===== config.mk =====
export PLATFORM = sky130hd
export DESIGN_NAME = mem_sched
export DESIGN_NICKNAME = d
export VERILOG_FILES = /design/src/rtl/mem_sched.sv
export SDC_FILE = /design/constraint.sdc
export NUM_CORES = 1
export LEC_CHECK = 0
export BUFFER_PORTS_ARGS = -buffer_cell sky130_fd_sc_hd__buf_2
export CAP_MARGIN = 20
export CORE_MARGIN = 1
export CORE_UTILIZATION = 45
export DETAILED_ROUTE_END_ITERATION = 16
export PLACE_DENSITY = 0.7
export SYNTH_ARGS = -nofsm -noshare
export SYNTH_HDL_FRONTEND = slang
export SYNTH_SLANG_ARGS = --single-unit

===== constraint.sdc =====
create_clock -name clk -period 10.3 [get_ports clk]
set_input_delay 3.09 -clock clk [delete_from_list [all_inputs] [get_ports clk]]
set_output_delay 3.09 -clock clk [all_outputs]
set_load 0.05 [all_outputs]

===== src/rtl/mem_sched.sv =====
// mem_sched: arbitrates if / ls / optional pf requesters onto one byte-wide RAM port.
// Latency: grant-cycle to ok is n+2 cycles for reads, n+1 for writes (n = 1/2/4 bytes).
// Backpressure: requesters hold req until their one-cycle ok pulse; busy is high outside IDLE.
//
// Ports:
//   clk, rst          - clock (rising edge), asynchronous active-high reset
//   if_req/if_a       - 4-byte fetch request; if_ok/if_n return the assembled word
//   ls_req/ls_wr/...  - load/store of 1/2/4 bytes (ls_cu); ls_ok/ls_n_o return load data
//   pf_req/pf_a       - 4-byte prefetch request; pf_ok/pf_n return the assembled word
//   rom_*             - external byte RAM: address, write strobe, write byte, read byte
//   busy              - high in any non-IDLE state, used for pipeline stalls
// Optional feature: define MEM_SCHED_PF_EN to enable the prefetch port; when undefined
// pf_req/pf_a are ignored and pf_ok/pf_n stay 0.
module mem_sched #(
  parameter int STARVE_MAX = 8,
  parameter int CW         = 4
) (
  input  logic        clk,
  input  logic        rst,
  input  logic        if_req,
  input  logic [31:0] if_a,
  output logic        if_ok,
  output logic [31:0] if_n,
  input  logic        ls_req,
  input  logic        ls_wr,
  input  logic [31:0] ls_a,
  input  logic [1:0]  ls_cu,
  input  logic [31:0] ls_n_i,
  output logic [31:0] ls_n_o,
  output logic        ls_ok,
  input  logic        pf_req,
  input  logic [31:0] pf_a,
  output logic        pf_ok,
  output logic [31:0] pf_n,
  input  logic [7:0]  rom_rn,
  output logic [7:0]  rom_wn,
  output logic [31:0] rom_a,
  output logic        rom_wr,
  output logic        busy
);

  typedef enum logic [1:0] {S_IDLE, S_XFER, S_DONE} state_t;
  typedef enum logic [1:0] {OWN_IF, OWN_LS, OWN_PF} own_t;

  state_t        state_q, state_d;
  own_t          own_q, own_d;
  logic [31:0]   addr_q, addr_d;
  logic [2:0]    len_q, len_d;
  logic          wr_q, wr_d;
  logic [31:0]   wd_q, wd_d;
  logic [2:0]    k_q, k_d;
  logic [31:0]   asm_q, asm_d;
  logic [CW-1:0] starve_q, starve_d;
  logic [31:0]   rom_a_q, rom_a_d;
  logic          rom_wr_q, rom_wr_d;
  logic [7:0]    rom_wn_q, rom_wn_d;
  logic          if_ok_q, if_ok_d;
  logic          ls_ok_q, ls_ok_d;
  logic          pf_ok_q, pf_ok_d;
  logic [31:0]   if_n_q, if_n_d;
  logic [31:0]   ls_n_q, ls_n_d;
  logic [31:0]   pf_n_q, pf_n_d;
  logic          busy_q, busy_d;

  logic       gnt_ls, gnt_if, gnt_pf;
  logic       starved;
  logic [2:0] ls_len;
  logic [2:0] k_nxt;
  logic [1:0] cap_idx;
  logic       last;

  // Starvation override: a pending fetch that has lost STARVE_MAX times beats ls.
  assign starved = if_req && (starve_q == CW'(STARVE_MAX));
  assign gnt_ls  = ls_req && !starved;
  assign gnt_if  = if_req && !gnt_ls;

`ifdef MEM_SCHED_PF_EN
  assign gnt_pf = pf_req && !if_req && !ls_req;
`else
  assign gnt_pf = 1'b0;
  logic unused_pf;
  assign unused_pf = ^{pf_req, pf_a};
`endif

  // ls_cu = 3 is treated as a 4-byte access.
  assign ls_len = (ls_cu == 2'd0) ? 3'd1 : (ls_cu == 2'd1) ? 3'd2 : 3'd4;

  assign k_nxt   = k_q + 3'd1;
  // Read byte returned this cycle belongs to the address presented last cycle.
  assign cap_idx = k_q[1:0] - 2'd1;
  // Writes finish after the last byte cycle; reads need one extra cycle to capture it.
  assign last    = wr_q ? (k_q == (len_q - 3'd1)) : (k_q == len_q);

  always_comb begin
    state_d  = state_q;
    own_d    = own_q;
    addr_d   = addr_q;
    len_d    = len_q;
    wr_d     = wr_q;
    wd_d     = wd_q;
    k_d      = k_q;
    asm_d    = asm_q;
    starve_d = starve_q;
    rom_a_d  = rom_a_q;
    rom_wr_d = rom_wr_q;
    rom_wn_d = rom_wn_q;
    if_ok_d  = 1'b0;
    ls_ok_d  = 1'b0;
    pf_ok_d  = 1'b0;
    if_n_d   = if_n_q;
    ls_n_d   = ls_n_q;
    pf_n_d   = pf_n_q;

    case (state_q)
      S_IDLE: begin
        rom_a_d  = 32'd0;
        rom_wr_d = 1'b0;
        rom_wn_d = 8'd0;
        if (!if_req) starve_d = '0;
        if (gnt_ls || gnt_if || gnt_pf) begin
          state_d = S_XFER;
          k_d     = 3'd0;
          asm_d   = 32'd0;
          if (gnt_ls) begin
            own_d  = OWN_LS;
            addr_d = ls_a;
            len_d  = ls_len;
            wr_d   = ls_wr;
            wd_d   = ls_n_i;
            if (if_req && (starve_q != CW'(STARVE_MAX))) starve_d = starve_q + 1'b1;
          end else if (gnt_if) begin
            own_d    = OWN_IF;
            addr_d   = if_a;
            len_d    = 3'd4;
            wr_d     = 1'b0;
            wd_d     = 32'd0;
            starve_d = '0;
          end else begin
            own_d  = OWN_PF;
            addr_d = pf_a;
            len_d  = 3'd4;
            wr_d   = 1'b0;
            wd_d   = 32'd0;
          end
          // Present byte 0 in the first XFER cycle.
          rom_a_d  = addr_d;
          rom_wr_d = wr_d;
          rom_wn_d = wr_d ? wd_d[7:0] : 8'd0;
        end
      end

      S_XFER: begin
        if (!wr_q && (k_q != 3'd0)) asm_d[{cap_idx, 3'b000} +: 8] = rom_rn;
        if (last) begin
          state_d  = S_DONE;
          rom_a_d  = 32'd0;
          rom_wr_d = 1'b0;
          rom_wn_d = 8'd0;
          case (own_q)
            OWN_IF: begin
              if_ok_d = 1'b1;
              if_n_d  = asm_d;
            end
            OWN_LS: begin
              ls_ok_d = 1'b1;
              ls_n_d  = asm_d;
            end
`ifdef MEM_SCHED_PF_EN
            OWN_PF: begin
              pf_ok_d = 1'b1;
              pf_n_d  = asm_d;
            end
`endif
            default: ;
          endcase
        end else begin
          k_d = k_nxt;
          if (k_nxt < len_q) begin
            rom_a_d  = addr_q + {29'd0, k_nxt};
            rom_wr_d = wr_q;
            rom_wn_d = wr_q ? wd_q[{k_nxt[1:0], 3'b000} +: 8] : 8'd0;
          end else begin
            // Read tail cycle: address holds, no write.
            rom_wr_d = 1'b0;
            rom_wn_d = 8'd0;
          end
        end
      end

      S_DONE: begin
        state_d = S_IDLE;
      end

      default: state_d = S_IDLE;
    endcase

    busy_d = (state_d != S_IDLE);
  end

  always_ff @(posedge clk or posedge rst) begin
    if (rst) begin
      state_q  <= S_IDLE;
      own_q    <= OWN_IF;
      addr_q   <= 32'd0;
      len_q    <= 3'd0;
      wr_q     <= 1'b0;
      wd_q     <= 32'd0;
      k_q      <= 3'd0;
      asm_q    <= 32'd0;
      starve_q <= '0;
      rom_a_q  <= 32'd0;
      rom_wr_q <= 1'b0;
      rom_wn_q <= 8'd0;
      if_ok_q  <= 1'b0;
      ls_ok_q  <= 1'b0;
      pf_ok_q  <= 1'b0;
      if_n_q   <= 32'd0;
      ls_n_q   <= 32'd0;
      pf_n_q   <= 32'd0;
      busy_q   <= 1'b0;
    end else begin
      state_q  <= state_d;
      own_q    <= own_d;
      addr_q   <= addr_d;
      len_q    <= len_d;
      wr_q     <= wr_d;
      wd_q     <= wd_d;
      k_q      <= k_d;
      asm_q    <= asm_d;
      starve_q <= starve_d;
      rom_a_q  <= rom_a_d;
      rom_wr_q <= rom_wr_d;
      rom_wn_q <= rom_wn_d;
      if_ok_q  <= if_ok_d;
      ls_ok_q  <= ls_ok_d;
      pf_ok_q  <= pf_ok_d;
      if_n_q   <= if_n_d;
      ls_n_q   <= ls_n_d;
      pf_n_q   <= pf_n_d;
      busy_q   <= busy_d;
    end
  end

  assign rom_a  = rom_a_q;
  assign rom_wr = rom_wr_q;
  assign rom_wn = rom_wn_q;
  assign if_ok  = if_ok_q;
  assign ls_ok  = ls_ok_q;
  assign pf_ok  = pf_ok_q;
  assign if_n   = if_n_q;
  assign ls_n_o = ls_n_q;
  assign pf_n   = pf_n_q;
  assign busy   = busy_q;

endmodule


# Word-level counts from Yosys, hierarchy flattened
# Cells that the tools add are included.
dict set report classes {
  eq_ne 10
  reduce_logical 21
  shifts 3
  n_mux 47
  n_lt_le_gt_ge 1
  n_addsub 6
}
# operator count
set ops {}
lappend ops {{two-way mux 32 bit} 8}
lappend ops {{one-hot mux 32 bit (2 select lines)} 2}
lappend ops {{two-way mux 8 bit} 5}
lappend ops {{adder 32 x 3 -> 32 bit} 1}
lappend ops {{bitwise mux 32 bit} 1}
lappend ops {{variable shift 8 x 7 -> 32 bit (first input constant)} 1}
lappend ops {{variable part select 32 x 6 -> 8 bit} 1}
lappend ops {{variable part select 8 x 7 -> 32 bit} 1}
lappend ops {{two-way mux 4 bit} 5}
lappend ops {{one-hot mux 8 bit (2 select lines)} 1}
lappend ops {{two-way mux 3 bit} 5}
lappend ops {{two-way mux 1 bit} 13}
lappend ops {{AND reduction 3 bit} 3}
lappend ops {{two-way mux 2 bit} 4}
lappend ops {{negation 5 -> 7 bit} 1}
lappend ops {{equality test 2 x 1 -> 1 bit (second input constant)} 3}
lappend ops {{equality test 3 bit} 2}
lappend ops {{zero test 2 bit} 3}
lappend ops {{one-hot mux 3 bit (2 select lines)} 1}
lappend ops {{AND reduction 2 bit} 3}
lappend ops {{logical AND 1 bit} 5}
lappend ops {{adder 4 x 1 -> 4 bit (second input constant)} 1}
lappend ops {{equality test 4 bit (second input constant)} 1}
lappend ops {{inequality test 2 bit (second input constant)} 2}
lappend ops {{other kinds (12)} 15}
dict set report totals {
  inputBits 144
  word_cells 105
  output_inout_bits 141
  reg_bits 219
}

# Logic depth before layout (Yosys ltp)
dict set report logic_depth {
  word_depth 12
  mapped_depth 11
  depth_no_buf 8
}

# Worst setup path before layout
# No wires, ideal clock.
dict set report synth_path {
  path_kind {in2reg}
  from {input port if_req}
  to {register rom_a_q[2] (netlist: rom_a[2])}
  path_buffers 2
  stages 7
  arrival_time_ps 4524
  required_ps 10172
  setup_time_ps 128
  setup_slack_ps 5648
  cell_sequence {buf_2 > buf_1 > mux2i_1 > a21oi_1 > a21oi_1 > o32ai_1 > mux2_1}
}
dict set report synth_between {
  elab_chain_cells 9
  word_cells_on_any_way 10
  classes_between {mux (4); reduce/logical (6)}
}
# element line_no
set synth_lines {}
lappend synth_lines {{start, declared} 20} ;# input logic if_req,
lappend synth_lines {{logical AND 1 bit} 73} ;# assign starved = if_req && (starve_q == CW'(STARVE_MAX));
lappend synth_lines {{zero test 1 bit} 74} ;# assign gnt_ls = ls_req && !starved;
lappend synth_lines {{logical AND 1 bit} 74}
lappend synth_lines {{zero test 1 bit} 75} ;# assign gnt_if = if_req && !gnt_ls;
lappend synth_lines {{logical AND 1 bit} 75}
lappend synth_lines {{two-way mux 32 bit} 131} ;# end else if (gnt_if) begin
lappend synth_lines {{two-way mux 32 bit} 124} ;# if (gnt_ls) begin
lappend synth_lines {{two-way mux 32 bit *} 120} ;# if (gnt_ls || gnt_if || gnt_pf) begin
lappend synth_lines {{one-hot mux 32 bit (2 select lines) *} 114} ;# case (state_q)
lappend synth_lines {{end signal, assigned} 231} ;# rom_a_q <= rom_a_d;
lappend synth_lines {{end, declared} 54} ;# logic [31:0] rom_a_q, rom_a_d;
# Every way passes the cells marked *; elsewhere a longest branch is shown, timed or not.
# A chain may end at the register's enable or synchronous reset.

# Worst setup path in the final report
dict set report layout_path {
  from {input port if_req}
  to {register rom_a_q[0] (netlist: rom_a[0])}
}
# The elaborated chain is that of the path after synthesis.

==> metrics.md <==
| Metric | Value |
|---|---|
| Status | finished, final reports clean |
| P_leak | 6.33 nW |
| Initial antenna violation count | 1 |
| Resized cells post-CTS | 0 |
| Post-synthesis cell area | ~11000 sq um |
| Area grow syn2layout | 19.3% |
| Core area | approximately 24000 sq um |
| Gpl congestion | just over 0.8 |
| XOR/XNOR share of the synthesized area | 1.86% |
| Largest net degree at the start of global routing | between 100 and 150 |
| Syn avg cell area | 10.5 sq um |
| Most common cell after layout, fill and taps aside | buf_2 |
| Largest fanout on the critical path | 37 |
| Worst VDD drop | 0.176 mV |
| Fillers | approximately 2200 |
| Cts bufs inserted | 24 |
| Pwr dens | 382 nW/um^2 |
| Synth cell types | 63 |
| Setup_tns | 0 ns |
| Internal power | 2.66 mW |
| Synth warn | 0 |
| Die Span Y | around 160 microns |
| GR Util All Layers | 22.6% |
| Largest family of logic cells by synthesized area | compound AO/OA/AOI/OAI gates |
| Synthesis-stage register bit count | 219 |
| IO Pins | 285 |
| Port-buffer cells | 250 |
| Combinational share of power | roughly 54% |
| Post-synth EDFFs | 0 |
| Mux contribution to synthesized area | 7.44% |
| Vias | ~9100 |
| Final Instance Area | 13300 sq um |
| Final wirelength | 28900 microns |
| Via density | around 5.7 |
| Clock share of power | between 10% and 20% |
| Clk_lat worst skew | 0.51 ns |
| Initial Util | 45.9% |
| Async set or reset register ratio after synthesis | 100% |
| Fin worst setup slack | 5.25 ns |
| Final hold viol count | 0 |
| Fin Hold WS | ~0.47 ns |
| Hold Buf Count CTS | 0 |
| Die Wd | 159 microns |
| Setup crit start kind | input port |
| WP data arrival | about 5.5 ns |
| Worst EP required | 10.70 ns |
| NetSw | 2.41 mW |
| Wire length per cell | 18.0 microns |
| Adder and majority gate portion of the synthesized area | 1.75% |
| Fin. max-slew vios | 0 |
| Max-slew headroom | 29.1% |
| WS Path Type | input port to flop |
| Unrepaired setup endpoints after global routing | false |
| Clock Sink Count | between 200 and 250 |
| Most frequent cells in the layout | buf_2, dfrtp_1, nand2_1, o21ai_0, a22o_1 |
| Main flop type after synthesis | dfrtp_1 |
| Fmax | 0.198 GHz |
| Critical Path Slowest Stage Cell | and2_1 |
| Post-DP HPWL | ~20000 microns |
| H-tree depth | 1 |
| CP Capture Type | flop |
| Worst clock skew | 0.0148 ns |
| Final setup vio count | 0 |
| Syn Inst Count | 1064 |
| Place WS | 4.77 ns |
| Worst hold path type | flop to flop |
| DR pass1 iterations | 5 |
| Final period utilization | 49.0% |
| Synth Area in Compound Gates | 22.1% |
| CTS tree | built |
| Rows | 57 |
| Grt ovf | 0 |
| 1st-iter DRT viols | 572 |
| Die Area | ~25000 sq um |
| Post-CTS Setup Inserts | 0 |
| Seq pwr share | 29.3% |
| Root Driver | clkbuf_16 |
| Number of global-route vias before repair | between 9000 and 10000 |
| First-pass GRT wire length | around 47000 microns |
| Tmin final | 5.05 ns |
| Worst-Margin Slew | 1.06 ns |
| Layout cells sized above 1 | 27.6% |
| Sw frac | 47.6% |
| Drc violations | 0 |
| Max-cap viol count | 0 |
| Nets | 1427 |
| Placed cell areas | 12500 sq um |
| Clock Tree Buf Depth | 3 |
| Largest stage delay, worst path | between 0.7 and 0.8 ns |
| Final core occ | 54.7% |
| Worst path cell trace | buf_2, buf_4, nand4b_1, and2_1, o21ai_0, a32o_1, mux2_2 |
| Sequential cell area fraction in the yosys report | 49.3% |
| Post-synthesis simple-gate area fraction | 11.2% |
| Antenna Nets Post-Route | 0 |
| Clock Pin Slew Worst Setup and Hold Paths | approximately 0.060 ns |
==> final timing paths <==
check                      depth (start not counted)  slack, ns         to     from
setup / recovery                                   7       5.25   rom_a[0]   if_req
hold / removal                                     2       0.47    if_n[2]  if_n[2]
setup reg to reg                                  10       6.45  rom_a[23]   k_q[0]
hold reg to reg                                    2       0.47    if_n[2]  if_n[2]
max in group asynchronous                          4       6.32  rom_wn[0]      rst
min in group asynchronous                          2       2.79   if_n[26]      rst
==> kinds of logic (layout without fill, tap and decap cells) <==
group                      Yosys count  in the layout
adders and majority gates           15             15
AOI/OAI and AO/OA                  352            352
and+or+nand+nor                    242            242
muxes                               69             69
xor gates and xnor gates            22             22
DFF                                219            219
other                                1             34
buffers and inverters              144            329
==> power by group through the flow <==
stage          combinational [mW]  sequential (mW)  clock [mW]
3_3_place_gp                 2.68             1.48           0
4_1_cts                      2.74             1.48       0.854
2_1_floorplan                1.52             2.06           0
3_5_place_dp                 2.73             1.49           0
6_report                     2.75             1.48       0.834
5_1_grt                      2.96             1.53       0.889
==> synth_stat cells (all sizes together) (3+ instances only) <==
cell	number	area share [%]
dfrtp	219	49
buf	76	4.1
a31oi	25	1.4
a211oi	7	0.47
a2bb2oi	13	1.0
nor4	20	1.3
nor2	18	0.61
o21ai	99	4.5
nor3b	6	0.40
o31a	10	0.79
a21o	9	0.61
mux2i	32	2.9
and4	5	0.39
and2	4	0.22
or3	3	0.17
nor3	10	0.49
clkbuf	46	1.6
mux2	29	2.9
xor2	14	1.1
a221oi	12	0.94
a32o	3	0.27
a22o	66	5.2
nand4	10	0.56
a221o	6	0.54
nor2b	27	1.5
ha	14	1.6
and3	8	0.49
o32ai	14	1.1
mux4	8	1.6
a22oi	9	0.61
inv	21	0.71
nand3	26	1.2
o21a	10	0.67
nand2	97	3.3
o211ai	5	0.38
o41ai	9	0.71
a21oi	41	1.9
o22ai	10	0.56
xnor2	7	0.55
==> final cells by class <==
cell class	count	area, sq um	share of cell area [%]
repair buffers	268	1400	10.6
well taps	324	405	3.06
multi-input cells	733	5120	38.6
flip-flops and latches	219	5480	41.3
diodes	1	2.50	0.0189
inverters	22	90.1	0.679
clock inverters	5	52.6	0.396
clock buffers	34	709	5.35
==> flip-flops by register name (all words and copies together) (netlist names) <==
register  cells
ls_n_o       32
asm_q        32
k_q           3
rom_wn        8
rom_a        32
own_q         2
starve_q      4
if_n         32
wd_q         32
wr_q          1
busy          1
len_q         3
state_q       2
if_ok         1
ls_ok         1
addr_q       32
rom_wr        1
==> layer usage <==
metal / GRT usage (%) / vias up / part of all wire, %
li1: - / 4312 / -
met1: 30.7 / 4450 / 44
met2: 38.2 / 337 / 48
met3: 3.54 / 40 / 6.4
met4: 5.33 / 0 / 1.6
met5: 0 / - / 0
==> worst max-delay path: cells and delay by family <==
family                 cells  cell delay [ns]
AO/OA/AOI/OAI              2             0.71
multiplexers               1             0.26
buffers and inverters      2             0.40
AND/OR/NAND/NOR            2             0.96
==> stage by stage <==
step / power [mW] / std cells
after floorplan: 3.58 / 1096
after detailed placement: 4.22 / 1562
after CTS: 5.08 / 1601
final: 5.07 / 1606
after global routing: 5.38 / 1606
after global placement: 4.16 / 1562
(Power assumes the default switching activity.)
